**src/rtl/msi_pkg.sv**
```systemverilog
// Shared encodings for the MSI snooping bus: bus transaction types and the
// controller state enum.
package msi_pkg;

   typedef enum logic [1:0] {
      NONE    = 2'd0,
      BUSRD   = 2'd1,
      BUSRDX  = 2'd2,
      BUSUPGR = 2'd3
   } bus_op_e;

   typedef enum logic [2:0] {
      IDLE     = 3'd0,
      SNOOP    = 3'd1,
      COLLECT  = 3'd2,
      MEM_WAIT = 3'd3,
      RESP     = 3'd4
   } bus_state_e;

endpackage

```
**src/rtl/msi_bus_arbiter.sv**
```systemverilog
// Request arbiter for the snooping bus. MSI_SNOOP_BUS_RR_EN selects round-robin
// (search starts after the last winner); otherwise fixed lowest-index priority.
module msi_bus_arbiter #(
   parameter int NUM_CORES = 2
) (
   input  logic                 clk,
   input  logic                 rst_n,
   input  logic [NUM_CORES-1:0] req,
   input  logic                 accept,
   output logic [NUM_CORES-1:0] grant
);

   localparam int IDX_W = (NUM_CORES > 1) ? $clog2(NUM_CORES) : 1;

   logic [IDX_W-1:0] ptr_q, ptr_d;
   logic [IDX_W-1:0] cand;
   logic [IDX_W-1:0] nxt_ptr;
   logic             found;
   int               pos;

   // Circular search from ptr_q; in fixed-priority builds ptr_q never leaves 0.
   always_comb begin
      grant   = '0;
      cand    = '0;
      nxt_ptr = '0;
      found   = 1'b0;
      pos     = 0;
      for (int i = 0; i < NUM_CORES; i++) begin
         pos = int'(ptr_q) + i;
         if (pos >= NUM_CORES) pos = pos - NUM_CORES;
         cand = IDX_W'(pos);
         if (!found && req[cand]) begin
            found       = 1'b1;
            grant[cand] = 1'b1;
`ifdef MSI_SNOOP_BUS_RR_EN
            nxt_ptr = (pos == NUM_CORES - 1) ? '0 : IDX_W'(pos + 1);
`else
            nxt_ptr = '0;
`endif
         end
      end
      ptr_d = accept ? nxt_ptr : ptr_q;
   end

   always_ff @(posedge clk or negedge rst_n) begin
      if (!rst_n) ptr_q <= '0;
      else        ptr_q <= ptr_d;
   end

endmodule

```
**src/rtl/msi_snoop_bus.sv**
```systemverilog
// MSI snooping bus controller: serialises cache misses/upgrades, broadcasts
// snoops, collects flushes or memory data. Arbitration set by MSI_SNOOP_BUS_RR_EN.
module msi_snoop_bus
   import msi_pkg::*;
#(
   parameter int NUM_CORES = 2,
   parameter int ADDR_W    = 9,
   parameter int DATA_W    = 32
) (
   input  logic                        clk,
   input  logic                        rst_n,
   input  logic [NUM_CORES-1:0]        req_valid,
   input  logic [2*NUM_CORES-1:0]      req_type,
   input  logic [ADDR_W*NUM_CORES-1:0] req_addr,
   output logic                        snoop_valid,
   output logic [1:0]                  snoop_type,
   output logic [ADDR_W-1:0]           snoop_addr,
   output logic [NUM_CORES-1:0]        snoop_src,
   input  logic [NUM_CORES-1:0]        snp_flush,
   input  logic [DATA_W*NUM_CORES-1:0] snp_data,
   output logic                        mem_rd_en,
   output logic [ADDR_W-1:0]           mem_rd_addr,
   input  logic [DATA_W-1:0]           mem_rd_data,
   output logic                        mem_wr_en,
   output logic [ADDR_W-1:0]           mem_wr_addr,
   output logic [DATA_W-1:0]           mem_wr_data,
   input  logic [NUM_CORES-1:0]        wb_valid,
   input  logic [ADDR_W*NUM_CORES-1:0] wb_addr,
   input  logic [DATA_W*NUM_CORES-1:0] wb_data,
   output logic [NUM_CORES-1:0]        wb_ready,
   output logic [NUM_CORES-1:0]        resp_valid,
   output logic [DATA_W-1:0]           resp_data
);

   localparam int IDX_W = (NUM_CORES > 1) ? $clog2(NUM_CORES) : 1;

   bus_state_e       state_q, state_d;
   logic [IDX_W-1:0] src_q, src_d;
   bus_op_e          type_q, type_d;
   logic [ADDR_W-1:0] addr_q, addr_d;
   logic [DATA_W-1:0] data_q, data_d;

   logic [NUM_CORES-1:0] req_bits, grant, src_oh;
   logic [IDX_W-1:0]     grant_idx, wb_idx, flush_idx;
   logic                 accept, wb_any, flush_any;

   // A request with type NONE is not a request at all.
   always_comb begin
      req_bits = '0;
      for (int i = 0; i < NUM_CORES; i++)
         req_bits[i] = req_valid[i] && (req_type[2*i +: 2] != NONE);
   end

   msi_bus_arbiter #(.NUM_CORES(NUM_CORES)) u_arb (
      .clk    (clk),
      .rst_n  (rst_n),
      .req    (req_bits),
      .accept (accept),
      .grant  (grant)
   );

   // Descending scan so the lowest index is the last one written.
   always_comb begin
      wb_any    = 1'b0;
      wb_idx    = '0;
      flush_any = 1'b0;
      flush_idx = '0;
      grant_idx = '0;
      src_oh    = '0;
      src_oh[src_q] = 1'b1;
      for (int i = NUM_CORES - 1; i >= 0; i--) begin
         if (wb_valid[i]) begin
            wb_any = 1'b1;
            wb_idx = IDX_W'(i);
         end
         if (snp_flush[i] && !src_oh[i]) begin
            flush_any = 1'b1;
            flush_idx = IDX_W'(i);
         end
         if (grant[i]) grant_idx = IDX_W'(i);
      end
   end

   always_comb begin
      state_d     = state_q;
      src_d       = src_q;
      type_d      = type_q;
      addr_d      = addr_q;
      data_d      = data_q;
      accept      = 1'b0;
      snoop_valid = 1'b0;
      snoop_type  = '0;
      snoop_addr  = '0;
      snoop_src   = '0;
      mem_rd_en   = 1'b0;
      mem_rd_addr = '0;
      mem_wr_en   = 1'b0;
      mem_wr_addr = '0;
      mem_wr_data = '0;
      wb_ready    = '0;
      resp_valid  = '0;
      resp_data   = '0;
      // Outputs are gated by rst_n so they fall to 0 the moment reset asserts.
      if (rst_n) begin
         case (state_q)
            IDLE: begin
               if (wb_any) begin
                  wb_ready[wb_idx] = 1'b1;
                  mem_wr_en        = 1'b1;
                  mem_wr_addr      = wb_addr[int'(wb_idx)*ADDR_W +: ADDR_W];
                  mem_wr_data      = wb_data[int'(wb_idx)*DATA_W +: DATA_W];
               end else if (|req_bits) begin
                  accept  = 1'b1;
                  src_d   = grant_idx;
                  type_d  = bus_op_e'(req_type[int'(grant_idx)*2 +: 2]);
                  addr_d  = req_addr[int'(grant_idx)*ADDR_W +: ADDR_W];
                  state_d = SNOOP;
               end
            end
            SNOOP: begin
               snoop_valid = 1'b1;
               snoop_type  = type_q;
               snoop_addr  = addr_q;
               snoop_src   = src_oh;
               state_d     = COLLECT;
            end
            COLLECT: begin
               if (flush_any) begin
                  mem_wr_en   = 1'b1;
                  mem_wr_addr = addr_q;
                  mem_wr_data = snp_data[int'(flush_idx)*DATA_W +: DATA_W];
                  data_d      = snp_data[int'(flush_idx)*DATA_W +: DATA_W];
                  state_d     = RESP;
               end else if (type_q == BUSUPGR) begin
                  data_d  = '0;
                  state_d = RESP;
               end else begin
                  mem_rd_en   = 1'b1;
                  mem_rd_addr = addr_q;
                  state_d     = MEM_WAIT;
               end
            end
            MEM_WAIT: begin
               data_d  = mem_rd_data;
               state_d = RESP;
            end
            RESP: begin
               resp_valid[src_q] = 1'b1;
               resp_data         = data_q;
               state_d           = IDLE;
            end
            default: state_d = IDLE;
         endcase
      end
   end

   always_ff @(posedge clk or negedge rst_n) begin
      if (!rst_n) begin
         state_q <= IDLE;
         src_q   <= '0;
         type_q  <= NONE;
         addr_q  <= '0;
         data_q  <= '0;
      end else begin
         state_q <= state_d;
         src_q   <= src_d;
         type_q  <= type_d;
         addr_q  <= addr_d;
         data_q  <= data_d;
      end
   end

endmodule

```
**config.mk**
```make
export PLATFORM = sky130hd
export DESIGN_NAME = msi_snoop_bus
export DESIGN_NICKNAME = d
export VERILOG_FILES = /design/src/rtl/msi_pkg.sv /design/src/rtl/msi_bus_arbiter.sv /design/src/rtl/msi_snoop_bus.sv
export SDC_FILE = /design/constraint.sdc
export NUM_CORES = 1
export LEC_CHECK = 0
export ABC_AREA = 1
export CORE_UTILIZATION = 34
export CTS_CLUSTER_SIZE = 12
export DETAILED_ROUTE_END_ITERATION = 12
export PLACE_DENSITY = 0.77
export SETUP_SLACK_MARGIN = 0.05
export SLEW_MARGIN = 20
export SYNTH_ARGS = -nofsm -noshare
export SYNTH_HDL_FRONTEND = slang
export SYNTH_SLANG_ARGS = --single-unit
export TNS_END_PERCENT = 50
```
**constraint.sdc**
```tcl
create_clock -name clk -period 2.4 [get_ports clk]
set_input_delay 0.48 -clock clk [delete_from_list [all_inputs] [get_ports clk]]
set_output_delay 0.48 -clock clk [all_outputs]
set_load 0.1 [all_outputs]
```
==> metrics.log <==
[metrics] required time at the worst-slack endpoint: 1.92 ns
[metrics] count of cell types in the netlist: 26
[metrics] Max-slew headroom: 57.1%
[metrics] Root Driver: sky130_fd_sc_hd__clkbuf_16
[metrics] setup repair after global routing missed its margin: true
[metrics] hold-fix buffers at CTS: 0
[metrics] Synth async-reset ratio: 100%
[metrics] number of levels the H-tree was split into: 2
[metrics] count of endpoints failing hold in the final timing report: 0
[metrics] number of inserted filler cells in the final layout: 1041
[metrics] most frequent standard cell in the layout excluding fill and tap cells: sky130_fd_sc_hd__nand2_1
[metrics] number of synthesized flops with an enable pin: 0
[metrics] Worst EP arrival: 1.83 ns
[metrics] CTS tree: yes
[metrics] routed vias: 7034
[metrics] count of TritonRoute iterations in the first routing pass: 5
[metrics] proportion of power drawn by combinational gates: 74.4%
[metrics] # Max-Cap Violations: 0
[metrics] die area: 14500 µm²
[metrics] via count of the first global-routing pass: 7073
[metrics] vertical die dimension: 121 µm
[metrics] io pins: 310
[metrics] first-pass GRT wire length: 37000 µm
[metrics] post-synthesis sequential area ratio: 24.6%
[metrics] Placement Setup Slack: -0.172 ns
[metrics] transition time at the pin with the least slew margin: 0.643 ns
[metrics] Yosys warning count: 0
[metrics] highest attainable clock frequency: 434 MHz
[metrics] number of nets produced by synthesis: 1097
[metrics] area of the core region: 13500 µm²
[metrics] Final Max Slew Viols: 0
[metrics] period utilisation layout: 96.1%
[metrics] end point of the worst hold path: data_q[14]$_DFFE_PN0P_
[metrics] Max rail drop VDD: 0.450 mV
[metrics] detailed placer's ending HPWL: 18900 µm
[metrics] Setup CP Type: flop to output port
[metrics] Total Nets Final: 1434
[metrics] number of storage elements in the synthesis netlist: 47
[metrics] buffers from clock root to sink, at most: 2
[metrics] Net Sw Frac: 53.8%
[metrics] antenna violations before repair: 0
[metrics] starting DRC count in detailed routing: 457
[metrics] All-Layer GR Usage: 33.0%
[metrics] start point of the worst hold path: data_q[14]$_DFFE_PN0P_
[metrics] total congestion overflow after global routing: 0
[metrics] final setup violating endpoints: 0
[metrics] Total Routed Length: 23900 µm
[metrics] commonest non-fill, non-tap cells in the layout: sky130_fd_sc_hd__nand2_1, sky130_fd_sc_hd__clkdlybuf4s50_1, sky130_fd_sc_hd__buf_12, sky130_fd_sc_hd__nand3_1, sky130_fd_sc_hd__inv_1
[metrics] element type at the critical path end: output port
[metrics] Worst R2R Path Depth: 7
[metrics] net load switching power: 4.68 mW
[metrics] worst hold margin: 0.482 ns
[metrics] internal reg-to-reg setup slack: 0.43 ns
[metrics] Clock Power Share: 9.5%
[metrics] RePlAce Congestion: 1.02
[metrics] r2r endpoint: data_q[6]$_DFFE_PN0P_
[metrics] setup clock skew after layout: 0.0103 ns
[metrics] Cells after Synth: 889
[metrics] Reg2Reg Launch Point: state_q[0]$_DFFE_PN0P_
[metrics] initial cell density of the core: 35.5%
[metrics] Crit Path Max Fanout: 18
[metrics] outcome: finished, final reports clean
[metrics] leakage power summed over all cells: 4.83 nW
[metrics] number of clock buffers inserted by TritonCTS: 5
[metrics] source-to-sink clock delay at the later pin of the worst-skew pair: 0.29 ns
[metrics] fraction of final layout cells sized beyond drive strength 1: 24.4%
[metrics] clk slew on worst S/H paths: 0.07 ns
[metrics] Hold Crit Class: flop to flop
[metrics] Pint: 4.02 mW
[metrics] DIE WIDTH: 121 µm
[metrics] average routed wire per standard cell: 17.0 µm
[metrics] power per cell area: 829 nW/µm²
[metrics] remaining number of nets flagged by the antenna check after routing: 0
[metrics] DR vias/cell: 5.01
[metrics] average size of a mapped cell: 5.37 µm²
[metrics] primary flip-flop cell chosen by synthesis mapping: sky130_fd_sc_hd__dfrtp_1
[metrics] maximum number of pins on one net before global-route repair: 49
[metrics] proportion of power drawn by flip-flops and latches: 16.1%
[metrics] # clock sinks: 47
[metrics] final routed DRC violation total: 0
[metrics] least setup slack across all paths after layout: 0.0935 ns
[metrics] post-synthesis to final-layout area growth: 120%
[metrics] Buffers on Ports: 309
[metrics] Cell Rows: 42
[metrics] CP Launch Type: flop
[metrics] number of instances on the worst hold path: 2
[metrics] post-layout minimum cycle time: 2.31 ns
[metrics] netlist area before placement: 4780 µm²
[metrics] n_diodes: 0
-- state kept, by name (all words and copies together) (netlist names) --
signal   count
state_q      3
data_q      32
type_q       2
src_q        1
addr_q       9
-- through the flow --
step	setup TNS (ns)	cell area (µm²)	std cells	util (%)	power, mW
final	0	10500	1403	78.0	8.70
after detailed placement	-5.95	10000	1386	74.4	7.60
after global routing	0	10500	1403	78.0	9.15
after global placement	-5.97	10000	1386	74.4	7.50
after CTS	0	10400	1403	77.3	8.63
after floorplan	-15.21	5360	889	-	5.23
-- cells in the mapped netlist, types with 2 or more instances --
| library cell | instances | share of area [%] |
|---|---|---|
| sky130_fd_sc_hd__buf_4 | 6 | 0.94 |
| sky130_fd_sc_hd__nor2_1 | 65 | 5.1 |
| sky130_fd_sc_hd__o21ai_1 | 2 | 0.21 |
| sky130_fd_sc_hd__dfrtp_1 | 47 | 25 |
| sky130_fd_sc_hd__a21oi_1 | 41 | 4.3 |
| sky130_fd_sc_hd__nand3b_1 | 14 | 2.2 |
| sky130_fd_sc_hd__o21ai_0 | 2 | 0.21 |
| sky130_fd_sc_hd__nand2_2 | 3 | 0.39 |
| sky130_fd_sc_hd__nand2_1 | 418 | 33 |
| sky130_fd_sc_hd__inv_2 | 6 | 0.47 |
| sky130_fd_sc_hd__nor3_1 | 2 | 0.21 |
| sky130_fd_sc_hd__nor2_2 | 4 | 0.52 |
| sky130_fd_sc_hd__or2_2 | 6 | 0.79 |
| sky130_fd_sc_hd__buf_6 | 3 | 0.71 |
| sky130_fd_sc_hd__nand4_1 | 14 | 1.8 |
| sky130_fd_sc_hd__or2_0 | 8 | 1.0 |
| sky130_fd_sc_hd__clkbuf_1 | 18 | 1.4 |
| sky130_fd_sc_hd__nand3_1 | 111 | 12 |
| sky130_fd_sc_hd__buf_2 | 29 | 3.0 |
| sky130_fd_sc_hd__inv_1 | 84 | 6.6 |
-- area by class of cell --
cell class	count	area, µm²	area share (%)
clock buffer	5	125	1.19
timing repair buffer	387	4910	46.8
tap	176	220	2.10
sequential	47	1180	11.2
clock inverter	3	47.5	0.453
inverter	91	354	3.38
multi-input combinational	694	3650	34.8
-- power groups by stage --
stage / clock network, mW / logic [mW] / registers, mW
after global placement: 0 / 6.12 / 1.39
after floorplan: 0 / 3.93 / 1.30
after CTS: 0.833 / 6.42 / 1.38
final: 0.824 / 6.47 / 1.40
after detailed placement: 0 / 6.19 / 1.40
after global routing: 0.855 / 6.85 / 1.44
-- worst max-delay path: stages (launching register included) --
cell,delay (ns)
sky130_fd_sc_hd__dfrtp_2,0.44
sky130_fd_sc_hd__inv_1,0.08
sky130_fd_sc_hd__nand2_1,0.06
sky130_fd_sc_hd__nor2_2,0.12
sky130_fd_sc_hd__buf_6,0.13
sky130_fd_sc_hd__buf_12,0.15
sky130_fd_sc_hd__nand3_1,0.11
sky130_fd_sc_hd__a21oi_2,0.24
sky130_fd_sc_hd__buf_12,0.21
-- kinds of logic after synthesis --
group	synth area share [%]
AOI/OAI and AO/OA	5.21
buffers and inverters	13.3
DFF	24.6
and+or+nand+nor	56.8
-- what timing repair did --
| item | in CTS | in global routing |
|---|---|---|
| resized for setup | 21 | 24 |
| setup endpoints to repair | 52 | 55 |
| pin swaps | 11 | 9 |
| setup buffers | 6 | 0 |
| cloned | 3 | 0 |
-- how the worst max path moves through the flow --
stage,from,end,slack [ns],cells past startpoint
2_1_floorplan,state_q[0]$_DFFE_PN0P_,resp_data[10],-0.36,5
6_report,state_q[2]$_DFFE_PN0P_,mem_wr_data[4],0.09,8
4_1_cts,snp_flush[1],mem_wr_data[24],0.02,7
3_3_place_gp,snp_flush[1],mem_wr_data[17],-0.17,7
3_5_place_dp,snp_flush[1],mem_wr_addr[0],-0.17,8
5_1_grt,state_q[2]$_DFFE_PN0P_,mem_wr_data[4],0.01,8
-- routing by layer --
| metal | track usage (%) | vias to the layer above | routed length, µm |
|---|---|---|---|
| met1 | 37.0 | 3238 | 9020 |
| li1 | - | 3415 | - |
| met2 | 62.1 | 331 | 12400 |
| met5 | 0 | - | 0 |
| met3 | 5.99 | 50 | 1710 |
| met4 | 10.8 | 0 | 772 |
Note: power is estimated with default switching activity, not from simulation.
